`src/rtl/link_tx_scheduler_pkg.sv`:
```
// link_sched_pkg: confirmation codes, status encoding, FSM states and frame size for the TX scheduler
package link_sched_pkg;
  localparam int PREAMBLE_BYTES = 7;
  localparam int DATA_BYTES = 64;
  localparam int CRC_BYTES = 4;
  localparam int DEF_FRAME_BITS = (PREAMBLE_BYTES + DATA_BYTES + CRC_BYTES) * 8;
  localparam logic [7:0] OKAY = 8'h05;
  localparam logic [7:0] ERROR = 8'h04;
  localparam logic [7:0] FATAL_ERROR = 8'h08;
  typedef enum logic [1:0] {
    ST_OK = 2'b00,
    ST_ERR_EXHAUSTED = 2'b01,
    ST_FATAL = 2'b10,
    ST_TIMEOUT = 2'b11
  } status_t;
  typedef enum logic [2:0] {IDLE, LAUNCH, WAIT_CONF, GUARD, REPORT} state_t;
endpackage

```
`src/rtl/link_tx_scheduler_if.sv`:
```
// link_tx_scheduler_if: frame launch and PC confirmation signals of the RS-232 framing interface
interface link_tx_scheduler_if #(parameter int FRAME_BITS = 600) ();
  logic [FRAME_BITS-1:0] fin;
  logic fin_valid;
  logic rx_busy;
  logic [7:0] conf;
  logic conf_valid;
  modport master (output fin, fin_valid, input rx_busy, conf, conf_valid);
  modport slave (input fin, fin_valid, output rx_busy, conf, conf_valid);
endinterface

```
`src/rtl/link_tx_scheduler_rr_arbiter.sv`:
```
// rr_arbiter: combinational round-robin winner search from a pointer that advances past the served requester
module rr_arbiter #(parameter int NUM_REQ = 2) (
  input logic clk,
  input logic rst_n,
  input logic [NUM_REQ-1:0] req,
  input logic adv,
  input logic [$clog2(NUM_REQ)-1:0] adv_idx,
  output logic [$clog2(NUM_REQ)-1:0] idx,
  output logic any
);
  localparam int IW = $clog2(NUM_REQ);
  logic [IW-1:0] ptr, off;
  logic [NUM_REQ-1:0] rot;
  logic [IW:0] sum;
  assign any = |req;
  always_comb begin
    rot = NUM_REQ'({req, req} >> ptr);
    off = '0;
    for (int k = NUM_REQ - 1; k >= 0; k--) if (rot[k]) off = IW'(k);
    sum = {1'b0, ptr} + {1'b0, off};
    idx = IW'(sum >= (IW + 1)'(NUM_REQ) ? sum - (IW + 1)'(NUM_REQ) : sum);
  end
  always_ff @(posedge clk or negedge rst_n)
    if (!rst_n) ptr <= '0;
    else if (adv) ptr <= (adv_idx == IW'(NUM_REQ - 1)) ? '0 : adv_idx + 1'b1;
endmodule

```
`src/rtl/link_tx_scheduler.sv`:
```
// link_tx_scheduler: round-robin frame launcher with confirm/retry/timeout; LINK_SCHED_STATS_EN adds stat counters
module link_tx_scheduler import link_sched_pkg::*; #(
  parameter int NUM_REQ = 2,
  parameter int FRAME_BITS = DEF_FRAME_BITS,
  parameter int MAX_RETRY = 3,
  parameter int TIMEOUT_CYC = 2000000,
  parameter int GUARD_CYC = 4
) (
  input logic clk,
  input logic rst_n,
  input logic [NUM_REQ-1:0] req,
  input logic [NUM_REQ*FRAME_BITS-1:0] req_frame,
  output logic [NUM_REQ-1:0] done,
  output status_t status,
  output logic busy,
  output logic fatal_lock,
  link_tx_scheduler_if.master link
`ifdef LINK_SCHED_STATS_EN
  ,
  output logic [15:0] stat_retries,
  output logic [15:0] stat_timeouts,
  output logic [15:0] stat_ok
`endif
);
  localparam int IW = $clog2(NUM_REQ);
  localparam int TW = $clog2(TIMEOUT_CYC + 1);
  localparam int RW = $clog2(MAX_RETRY + 2);
  localparam int GW = $clog2(GUARD_CYC + 1);
  state_t state, nxt;
  status_t rep_st;
  logic [IW-1:0] win, idx;
  logic any, conf_prev, conf_edge, grab, launch, rep, retry_inc, relaunch;
  logic [TW-1:0] timer;
  logic [RW-1:0] retry;
  logic [GW-1:0] gcnt;
  logic [FRAME_BITS-1:0] sel_frame;
  rr_arbiter #(.NUM_REQ(NUM_REQ)) u_arb (
    .clk(clk),
    .rst_n(rst_n),
    .req(req),
    .adv(state == REPORT),
    .adv_idx(idx),
    .idx(win),
    .any(any)
  );
  // only a rising edge of conf_valid counts, so a long-held strobe confirms once
  assign conf_edge = link.conf_valid & ~conf_prev;
  assign busy = state != IDLE;
  always_comb begin
    sel_frame = '0;
    for (int k = 0; k < NUM_REQ; k++) if (win == IW'(k)) sel_frame = req_frame[k*FRAME_BITS +: FRAME_BITS];
  end
  always_ff @(posedge clk or negedge rst_n)
    if (!rst_n) state <= IDLE;
    else state <= nxt;
  always_comb begin
    nxt = state;
    grab = 1'b0;
    launch = 1'b0;
    rep = 1'b0;
    rep_st = ST_OK;
    retry_inc = 1'b0;
    case (state)
      IDLE: if (any && !fatal_lock) begin
        grab = 1'b1;
        nxt = LAUNCH;
      end
      LAUNCH: if (!link.rx_busy) begin
        launch = 1'b1;
        nxt = WAIT_CONF;
      end
      WAIT_CONF: if (conf_edge) begin
        if (link.conf == OKAY) begin
          rep = 1'b1;
          nxt = REPORT;
        end else if (link.conf == FATAL_ERROR) begin
          rep = 1'b1;
          rep_st = ST_FATAL;
          nxt = REPORT;
        end else if (retry < RW'(MAX_RETRY)) begin
          retry_inc = 1'b1;
          nxt = GUARD;
        end else begin
          rep = 1'b1;
          rep_st = ST_ERR_EXHAUSTED;
          nxt = REPORT;
        end
      end else if (timer == TW'(TIMEOUT_CYC - 1)) begin
        rep = 1'b1;
        rep_st = ST_TIMEOUT;
        nxt = REPORT;
      end
      GUARD: if (gcnt == GW'(GUARD_CYC - 1)) nxt = relaunch ? LAUNCH : IDLE;
      REPORT: nxt = GUARD;
      default: nxt = IDLE;
    endcase
  end
  always_ff @(posedge clk or negedge rst_n)
    if (!rst_n) begin
      idx <= '0;
      conf_prev <= 1'b0;
      done <= '0;
      status <= ST_OK;
      fatal_lock <= 1'b0;
      link.fin <= '0;
      link.fin_valid <= 1'b0;
      retry <= '0;
      timer <= '0;
      gcnt <= '0;
      relaunch <= 1'b0;
    end else begin
      conf_prev <= link.conf_valid;
      link.fin_valid <= launch;
      done <= rep ? NUM_REQ'(1) << idx : '0;
      if (rep) status <= rep_st;
      if (rep && rep_st == ST_FATAL) fatal_lock <= 1'b1;
      if (grab) begin
        idx <= win;
        link.fin <= sel_frame;
      end
      retry <= grab ? '0 : retry_inc ? retry + 1'b1 : retry;
      timer <= launch ? '0 : state == WAIT_CONF ? timer + 1'b1 : timer;
      gcnt <= state == GUARD ? gcnt + 1'b1 : '0;
      relaunch <= retry_inc ? 1'b1 : rep ? 1'b0 : relaunch;
    end
`ifdef LINK_SCHED_STATS_EN
  always_ff @(posedge clk or negedge rst_n)
    if (!rst_n) begin
      stat_retries <= '0;
      stat_timeouts <= '0;
      stat_ok <= '0;
    end else begin
      if (retry_inc && stat_retries != '1) stat_retries <= stat_retries + 1'b1;
      if (rep && rep_st == ST_TIMEOUT && stat_timeouts != '1) stat_timeouts <= stat_timeouts + 1'b1;
      if (rep && rep_st == ST_OK && stat_ok != '1) stat_ok <= stat_ok + 1'b1;
    end
`endif
endmodule

```
`src/flat_wrapper.sv`:
```
// flat-port wrapper written by rule: the top's interface ports become plain ports
module link_tx_scheduler_flat import link_sched_pkg::*;
#(
  parameter int NUM_REQ = 2,
  parameter int FRAME_BITS = DEF_FRAME_BITS,
  parameter int MAX_RETRY = 3,
  parameter int TIMEOUT_CYC = 2000000,
  parameter int GUARD_CYC = 4
)
  (clk, rst_n, req, req_frame, done, status, busy, fatal_lock, link_fin, link_fin_valid, link_rx_busy, link_conf, link_conf_valid);
  link_tx_scheduler_if #(.FRAME_BITS(FRAME_BITS)) link_i ();
  input logic clk;
  input logic rst_n;
  input logic [NUM_REQ-1:0] req;
  input logic [NUM_REQ*FRAME_BITS-1:0] req_frame;
  output logic [NUM_REQ-1:0] done;
  output status_t status;
  output logic busy;
  output logic fatal_lock;
  output wire logic [$bits(link_i.fin)-1:0] link_fin;
  output wire logic [$bits(link_i.fin_valid)-1:0] link_fin_valid;
  input wire logic [$bits(link_i.rx_busy)-1:0] link_rx_busy;
  input wire logic [$bits(link_i.conf)-1:0] link_conf;
  input wire logic [$bits(link_i.conf_valid)-1:0] link_conf_valid;
  assign link_fin = link_i.fin;
  assign link_fin_valid = link_i.fin_valid;
  assign link_i.rx_busy = link_rx_busy;
  assign link_i.conf = link_conf;
  assign link_i.conf_valid = link_conf_valid;
  link_tx_scheduler #(.NUM_REQ(NUM_REQ), .FRAME_BITS(FRAME_BITS), .MAX_RETRY(MAX_RETRY), .TIMEOUT_CYC(TIMEOUT_CYC), .GUARD_CYC(GUARD_CYC)) u_core (.clk(clk), .rst_n(rst_n), .req(req), .req_frame(req_frame), .done(done), .status(status), .busy(busy), .fatal_lock(fatal_lock), .link(link_i));
endmodule
```
`config.mk`:
```
export PLATFORM = sky130hd
export DESIGN_NAME = link_tx_scheduler_flat
export DESIGN_NICKNAME = d
export VERILOG_FILES = /design/src/rtl/link_tx_scheduler_pkg.sv /design/src/rtl/link_tx_scheduler_if.sv /design/src/rtl/link_tx_scheduler_rr_arbiter.sv /design/src/rtl/link_tx_scheduler.sv /design/src/flat_wrapper.sv
export SDC_FILE = /design/constraint.sdc
export NUM_CORES = 2
export LEC_CHECK = 0
export BUFFER_PORTS_ARGS = -buffer_cell sky130_fd_sc_hd__clkbuf_2
export CORE_AREA = 2 2 702 704
export CTS_BUF_LIST = sky130_fd_sc_hd__clkbuf_2 sky130_fd_sc_hd__clkbuf_4 sky130_fd_sc_hd__clkbuf_8
export DETAILED_ROUTE_END_ITERATION = 16
export DIE_AREA = 0 0 704 706
export HOLD_SLACK_MARGIN = 0.05
export PLACE_DENSITY_LB_ADDON = 0.25
export SLEW_MARGIN = 5
export SYNTH_ARGS = -nofsm -noshare
export SYNTH_HDL_FRONTEND = slang
export SYNTH_SLANG_ARGS = --single-unit
```
`constraint.sdc`:
```
create_clock -name clk -period 2.25 [get_ports clk]
set_input_delay 0 -clock clk [delete_from_list [all_inputs] [get_ports clk]]
set_output_delay 0 -clock clk [all_outputs]
set_load 0.03 [all_outputs]
```
==> impl_summary.txt, run 1 <==
----------------------------------------------------
[Run status]
  Status ... aborted with a tool error
  Stage where the flow stopped ... clock tree synthesis
  Error that stopped the run ... [ERROR RSZ-0060] Max buffer count reached.

[CTS]
  PostCTS Resize Cnt ... 5
  Maximum root-to-sink buffer count ... 4
  Clock Sinks ... 640
  Post-CTS setup repair buffer count ... 0
  Num CTS Buffers ... 148
  Clock root buffer ... sky130_fd_sc_hd__clkbuf_8
  Total of hold buffers inserted after clock tree synthesis ... 2277
  Depth of the CTS H-tree ... 4

[Synthesis]
  Average instance area after synthesis ... 10.55 sq um
  Synthesized netlist net count ... 4006
  Cell area after technology mapping ... 0.02941 sq mm
  Yosys warning total ... 0
  Cell taking the most area after synthesis ... sky130_fd_sc_hd__dfrtp_1
  Fraction of synthesized cell area taken by the top area cell type ... 0.5446
  Top cells by area, synth ... sky130_fd_sc_hd__dfrtp_1 54%, sky130_fd_sc_hd__mux2i_1 21%, sky130_fd_sc_hd__o21ai_1 8.5%
  Async S/R FF share, synth ... 1.000
  Synthesized netlist cell count ... 2788
  Number of distinct standard cells referenced by the synthesized netlist ... 46
  Flops & latches, synth ... 640
  Top flip-flop cell by instance count after synthesis ... sky130_fd_sc_hd__dfrtp_1
  Sequential-to-total area share from yosys stat ... 0.5446
  Count of flip-flops with a built-in enable after synthesis ... 0

[Place]
  Number of buffer cells added on primary ports ... 1820
  Worst slack at placement ... -0.02354 ns
  GP Congestion ... 1.168
  Detailed placer's ending HPWL ... 321100 um

[Floorplan]
  Number of placement rows ... 257
  Number of top-level pins ... 1821
  Overall die height ... 706 um
  Starting utilization of the core area ... 0.06013
  Width of the die ... 704 um

----------------------------------------------------
[metrics by stage]
step                 TNS, ns     util  cells  hold slack [ns]  area [sq um]
floorplan                  0        -   2788          -0.2956         29410
global placement    -0.08482  0.09798  11140          0.07789         47920
detailed placement  -0.04662  0.09798  11140          0.08147         47920
[cell families after synthesis]
logic type	count (synthesis)	synth area share
buffers and inverters	212	0.04234
AND/OR/NAND/NOR	691	0.09356
multiplexers	603	0.2053
flip-flops	640	0.5446
AO/OA/AOI/OAI	619	0.1068
XOR/XNOR	18	0.005361
adder cells (fa/ha/maj)	5	0.002042
[cell usage after synthesis, types with 10 or more instances]
cell,n
sky130_fd_sc_hd__mux2i_1,603
sky130_fd_sc_hd__xnor2_1,11
sky130_fd_sc_hd__nor2_1,29
sky130_fd_sc_hd__nand3_1,10
sky130_fd_sc_hd__o21ai_1,500
sky130_fd_sc_hd__dfrtp_1,640
sky130_fd_sc_hd__clkbuf_1,135
sky130_fd_sc_hd__nand2_1,615
sky130_fd_sc_hd__o21ai_0,104
sky130_fd_sc_hd__buf_6,58
sky130_fd_sc_hd__buf_2,11
==> inputs of run 2 (changes only) <==
--- a/config.mk
+++ b/config.mk
@@ -7,11 +7,9 @@
 export LEC_CHECK = 0
 export BUFFER_PORTS_ARGS = -buffer_cell sky130_fd_sc_hd__clkbuf_2
 export CORE_AREA = 2 2 702 704
-export CTS_BUF_LIST = sky130_fd_sc_hd__clkbuf_2 sky130_fd_sc_hd__clkbuf_4 sky130_fd_sc_hd__clkbuf_8
 export DETAILED_ROUTE_END_ITERATION = 16
 export DIE_AREA = 0 0 704 706
-export HOLD_SLACK_MARGIN = 0.05
-export PLACE_DENSITY_LB_ADDON = 0.25
+export PLACE_DENSITY_LB_ADDON = 0.15
 export SLEW_MARGIN = 5
 export SYNTH_ARGS = -nofsm -noshare
 export SYNTH_HDL_FRONTEND = slang
==> run 2 against run 1 <==
Net effect:
- the run now ends clean
- area after synthesis did not move
- synthesized cell count did not move
==> impl_summary.txt, run 2 <==
----------------------------------------------------
[Timing]
  Worst slew slack as a fraction of its limit ... 0.5232
  Final number of max-transition violations ... 0
  Post-route fraction of the period consumed by the critical path ... 0.9896
  Final setup violating endpoints ... 0
  Achievable Freq ... 0.4491 GHz
  Final Hold Fails ... 0
  Worst setup slack after layout ... 0.02346 ns
  Final worst path period need ... 2.227 ns
  Tightest Pin Transition ... 0.7152 ns
  Setup repair after global routing missed its margin ... true
  Final clock skew ... 0.04021 ns

[Place]
  Cell area after placement ... 0.04804 sq mm
  GP Congestion ... 1.060
  Worst slack at placement ... -0.2607 ns
  Number of cells in the design after placement ... 11140
  Detailed placer's ending HPWL ... 327400 um
  Number of buffer cells added on primary ports ... 1820

[Setup path]
  Cell repeated most along the worst path ... sky130_fd_sc_hd__buf_12
  Critical path depth ... 7
  Cell type group with the largest total delay on the critical path ... buffers and inverters
  Length in cells of the worst reg-to-reg path ... 7
  Number of buffer and inverter stages on the critical path ... 4
  CP arrival ... 2.93 ns
  Worst setup path category ... flip-flop to flip-flop
  Maximum cell stage delay along the critical path ... 0.50 ns
  CP max FO ... 32
  Critical-path cell with the highest stage delay ... sky130_fd_sc_hd__mux2i_1
  Worst setup EP type ... flip-flop
  Worst path required time ... 2.95 ns
  Sequence of cells on the critical path ... inv_1 > maj3_4 > buf_12 > buf_12 > mux2i_1 > buf_4 > o21ai_1
  Setup crit start kind ... flip-flop

[CTS]
  Clock root buffer ... sky130_fd_sc_hd__clkbuf_16
  Depth of the CTS H-tree ... 3
  Clock transition at the register clock pins on the worst setup and hold paths after CTS ... 0.06 ns
  Num CTS Buffers ... 105
  TritonCTS clock tree ... done
  Clock Sinks ... 640
  Clock Latency Late Sink ... 0.87 ns
  Maximum root-to-sink buffer count ... 4

[Synthesis]
  Fraction of synthesized cell area taken by the top area cell type ... 0.5446
  Yosys warning total ... 0
  Sequential-to-total area share from yosys stat ... 0.5446
  Cell area after technology mapping ... 0.02941 sq mm
  Top flip-flop cell by instance count after synthesis ... sky130_fd_sc_hd__dfrtp_1
  Most instantiated cells after synthesis ... 640 x sky130_fd_sc_hd__dfrtp_1, 615 x sky130_fd_sc_hd__nand2_1, 603 x sky130_fd_sc_hd__mux2i_1
  Top cells by area, synth ... sky130_fd_sc_hd__dfrtp_1 54%, sky130_fd_sc_hd__mux2i_1 21%, sky130_fd_sc_hd__o21ai_1 8.5%
  Async S/R FF share, synth ... 1.000
  Number of distinct standard cells referenced by the synthesized netlist ... 46
  Flops & latches, synth ... 640
  Average instance area after synthesis ... 10.55 sq um
  Cell taking the most area after synthesis ... sky130_fd_sc_hd__dfrtp_1
  Cell with the most instances after synthesis ... sky130_fd_sc_hd__dfrtp_1
  Synthesized netlist cell count ... 2788
  Synthesized netlist net count ... 4006
  Count of flip-flops with a built-in enable after synthesis ... 0

[Drt]
  Count of TritonRoute iterations in the first routing pass ... 5
  Post-route DRC ... 0
  Vias ... 38020
  Detailed Route Iter0 Violations ... 1811
  Number of nets with antenna violations after routing ... 0
  Final Routed Wirelength ... 372700 um
  Number of vias per cell ... 2.896
  Post-detailed-route wirelength per cell ... 28.38 um

[Global routing]
  Wire length of the first global-routing pass ... 464900 um
  Total grt overflow ... 0
  GRT Resource Usage Total ... 0.1453
  Number of global-route vias before repair ... 40030
  Antenna violations before repair ... 329
  Maximum number of pins on one net before global-route repair ... 102

[Final layout]
  Fin util ... 0.1415
  Register containing the most flip-flops in the final layout ... u_core.link.fin
  Fill cell count ... 55920
  Most frequent cells in the layout ... 1819 x sky130_fd_sc_hd__clkbuf_2, 1681 x sky130_fd_sc_hd__dlygate4sd3_1, 640 x sky130_fd_sc_hd__dfrtp_1, 615 x sky130_fd_sc_hd__nand2_1, 562 x sky130_fd_sc_hd__mux2i_1
  Largest regs ... u_core.link.fin: 600 flops, u_core.timer: 21 flops
  Ratio of cells with drive above 1 in the final layout ... 0.3547
  # nets final ... 7684
  Area growth from synthesis to layout ... 135.3%
  Post-layout instance area ... 0.06920 sq mm
  Post-layout instance count excluding filler cells ... 13130
  Number of flip-flops under the largest register name ... 600
  Commonest non-fill, non-tap cell in the layout ... sky130_fd_sc_hd__clkbuf_2

[Power]
  Worst VDD drop ... 0.7591 mV
  Power Internal ... 40.56 mW
  Combinational Power Share ... 0.524
  Clock network power share ... 0.222
  Net switching component of the power ... 39.94 mW
  Power density of the placed cells ... 1163 mW/mm^2
  Sw Share ... 0.4962
  Relative contribution of sequential cells to total power ... 0.255
  Leakage ... 32.49 nW

[Floorplan]
  Number of top-level pins ... 1821
  Width of the die ... 704 um
  Placeable core area ... 0.4891 sq mm
  Die area ... 0.4970 sq mm
  Number of placement rows ... 257
  Overall die height ... 706 um
  Starting utilization of the core area ... 0.06013

[Job]
  Max cap viols ... 0

[Run status]
  Status ... completed

[Hold path]
  Min-delay worst type ... input pin to asynchronous set/reset pin

----------------------------------------------------
==> run 2: layout make-up <==
| cell class | instances | area [sq um] | share of cell area |
|---|---|---|---|
| timing repair buffer | 3776 | 28720 | 0.4150 |
| sequential | 640 | 16020 | 0.2315 |
| antenna | 111 | 277.8 | 0.004014 |
| clock inverter | 36 | 496.7 | 0.007179 |
| inverter | 7 | 26.28 | 0.0003797 |
| multi-input combinational | 1936 | 12450 | 0.1799 |
| clock buffer | 151 | 3112 | 0.04497 |
| tap | 6475 | 8102 | 0.1171 |
==> run 2: kinds of logic (layout without fill, tap and decap cells) <==
logic type | Yosys count | after routing | share of synthesized area
AO/OA/AOI/OAI | 619 | 619 | 0.1068
XOR/XNOR | 18 | 18 | 0.005361
adder cells (fa/ha/maj) | 5 | 5 | 0.002042
buffers and inverters | 212 | 3970 | 0.04234
flip-flops | 640 | 640 | 0.5446
multiplexers | 603 | 603 | 0.2053
other | 0 | 111 | 0
AND/OR/NAND/NOR | 691 | 691 | 0.09356
==> run 2: final timing paths <==
path / startpoint / endpoint / slack (ns)
max: u_core.u_arb.ptr$_DFFE_PN0P_ / u_core.link.fin[366]$_DFFE_PN0P_ / 0.02
min: rst_n / u_core.link.fin[91]$_DFFE_PN0P_ / 0.09
max reg2reg: u_core.u_arb.ptr$_DFFE_PN0P_ / u_core.link.fin[366]$_DFFE_PN0P_ / 0.02
min reg2reg: u_core.gcnt[0]$_DFF_PN0_ / u_core.gcnt[0]$_DFF_PN0_ / 0.44
max in group asynchronous: rst_n / u_core.link.fin[458]$_DFFE_PN0P_ / 1.57
min in group clk: req_frame[902] / u_core.link.fin[302]$_DFFE_PN0P_ / 0.09
==> run 2: power groups by stage <==
stage               sequential, mW  combinational [mW]  clock, mW
finish                        20.5                42.1       17.8
global route                  21.2                45.5       19.3
CTS                           20.7                43.6       18.9
detailed placement            20.8                40.2          0
global placement              20.7                40.2          0
floorplan                     30.1                11.6          0
==> run 2: repair_timing <==
item / in CTS / in global routing
hold endpoints to repair: 1276 / 0
setup endpoints to repair: 47 / 45
gates cloned: 0 / 1
hold buffers: 1682 / 0
pin swaps: 0 / 2
buffers inserted: 0 / 10
gates resized for setup: 48 / 11
==> run 2: worst reg2reg max path, stage by stage (launching register included) <==
cell	delay [ns]
sky130_fd_sc_hd__dfrtp_1	0.39
sky130_fd_sc_hd__inv_1	0.08
sky130_fd_sc_hd__maj3_4	0.26
sky130_fd_sc_hd__buf_12	0.21
sky130_fd_sc_hd__buf_12	0.34
sky130_fd_sc_hd__mux2i_1	0.55
sky130_fd_sc_hd__buf_4	0.21
sky130_fd_sc_hd__o21ai_1	0.05
==> run 2: through the flow <==
stage	total power, mW	hold slack, ns	setup TNS [ns]
2_1_floorplan	41.72	-0.2956	0
4_1_cts	83.15	0.00008421	-1.296
3_3_place_gp	60.93	0.04117	-3.863
5_1_grt	85.99	0.04057	-0.4105
6_report	80.50	0.09026	0
3_5_place_dp	61.00	0.04564	-4.021
==> run 2: layer usage <==
layer | up-vias | global-route usage | wire length (um)
li1 | 17170 | - | -
met1 | 18420 | 0.1683 | 148800
met2 | 1727 | 0.2561 | 183900
met3 | 628 | 0.04803 | 28080
met4 | 80 | 0.03581 | 11360
met5 | - | 0 | 535
Power figures use the tool's default switching activity.
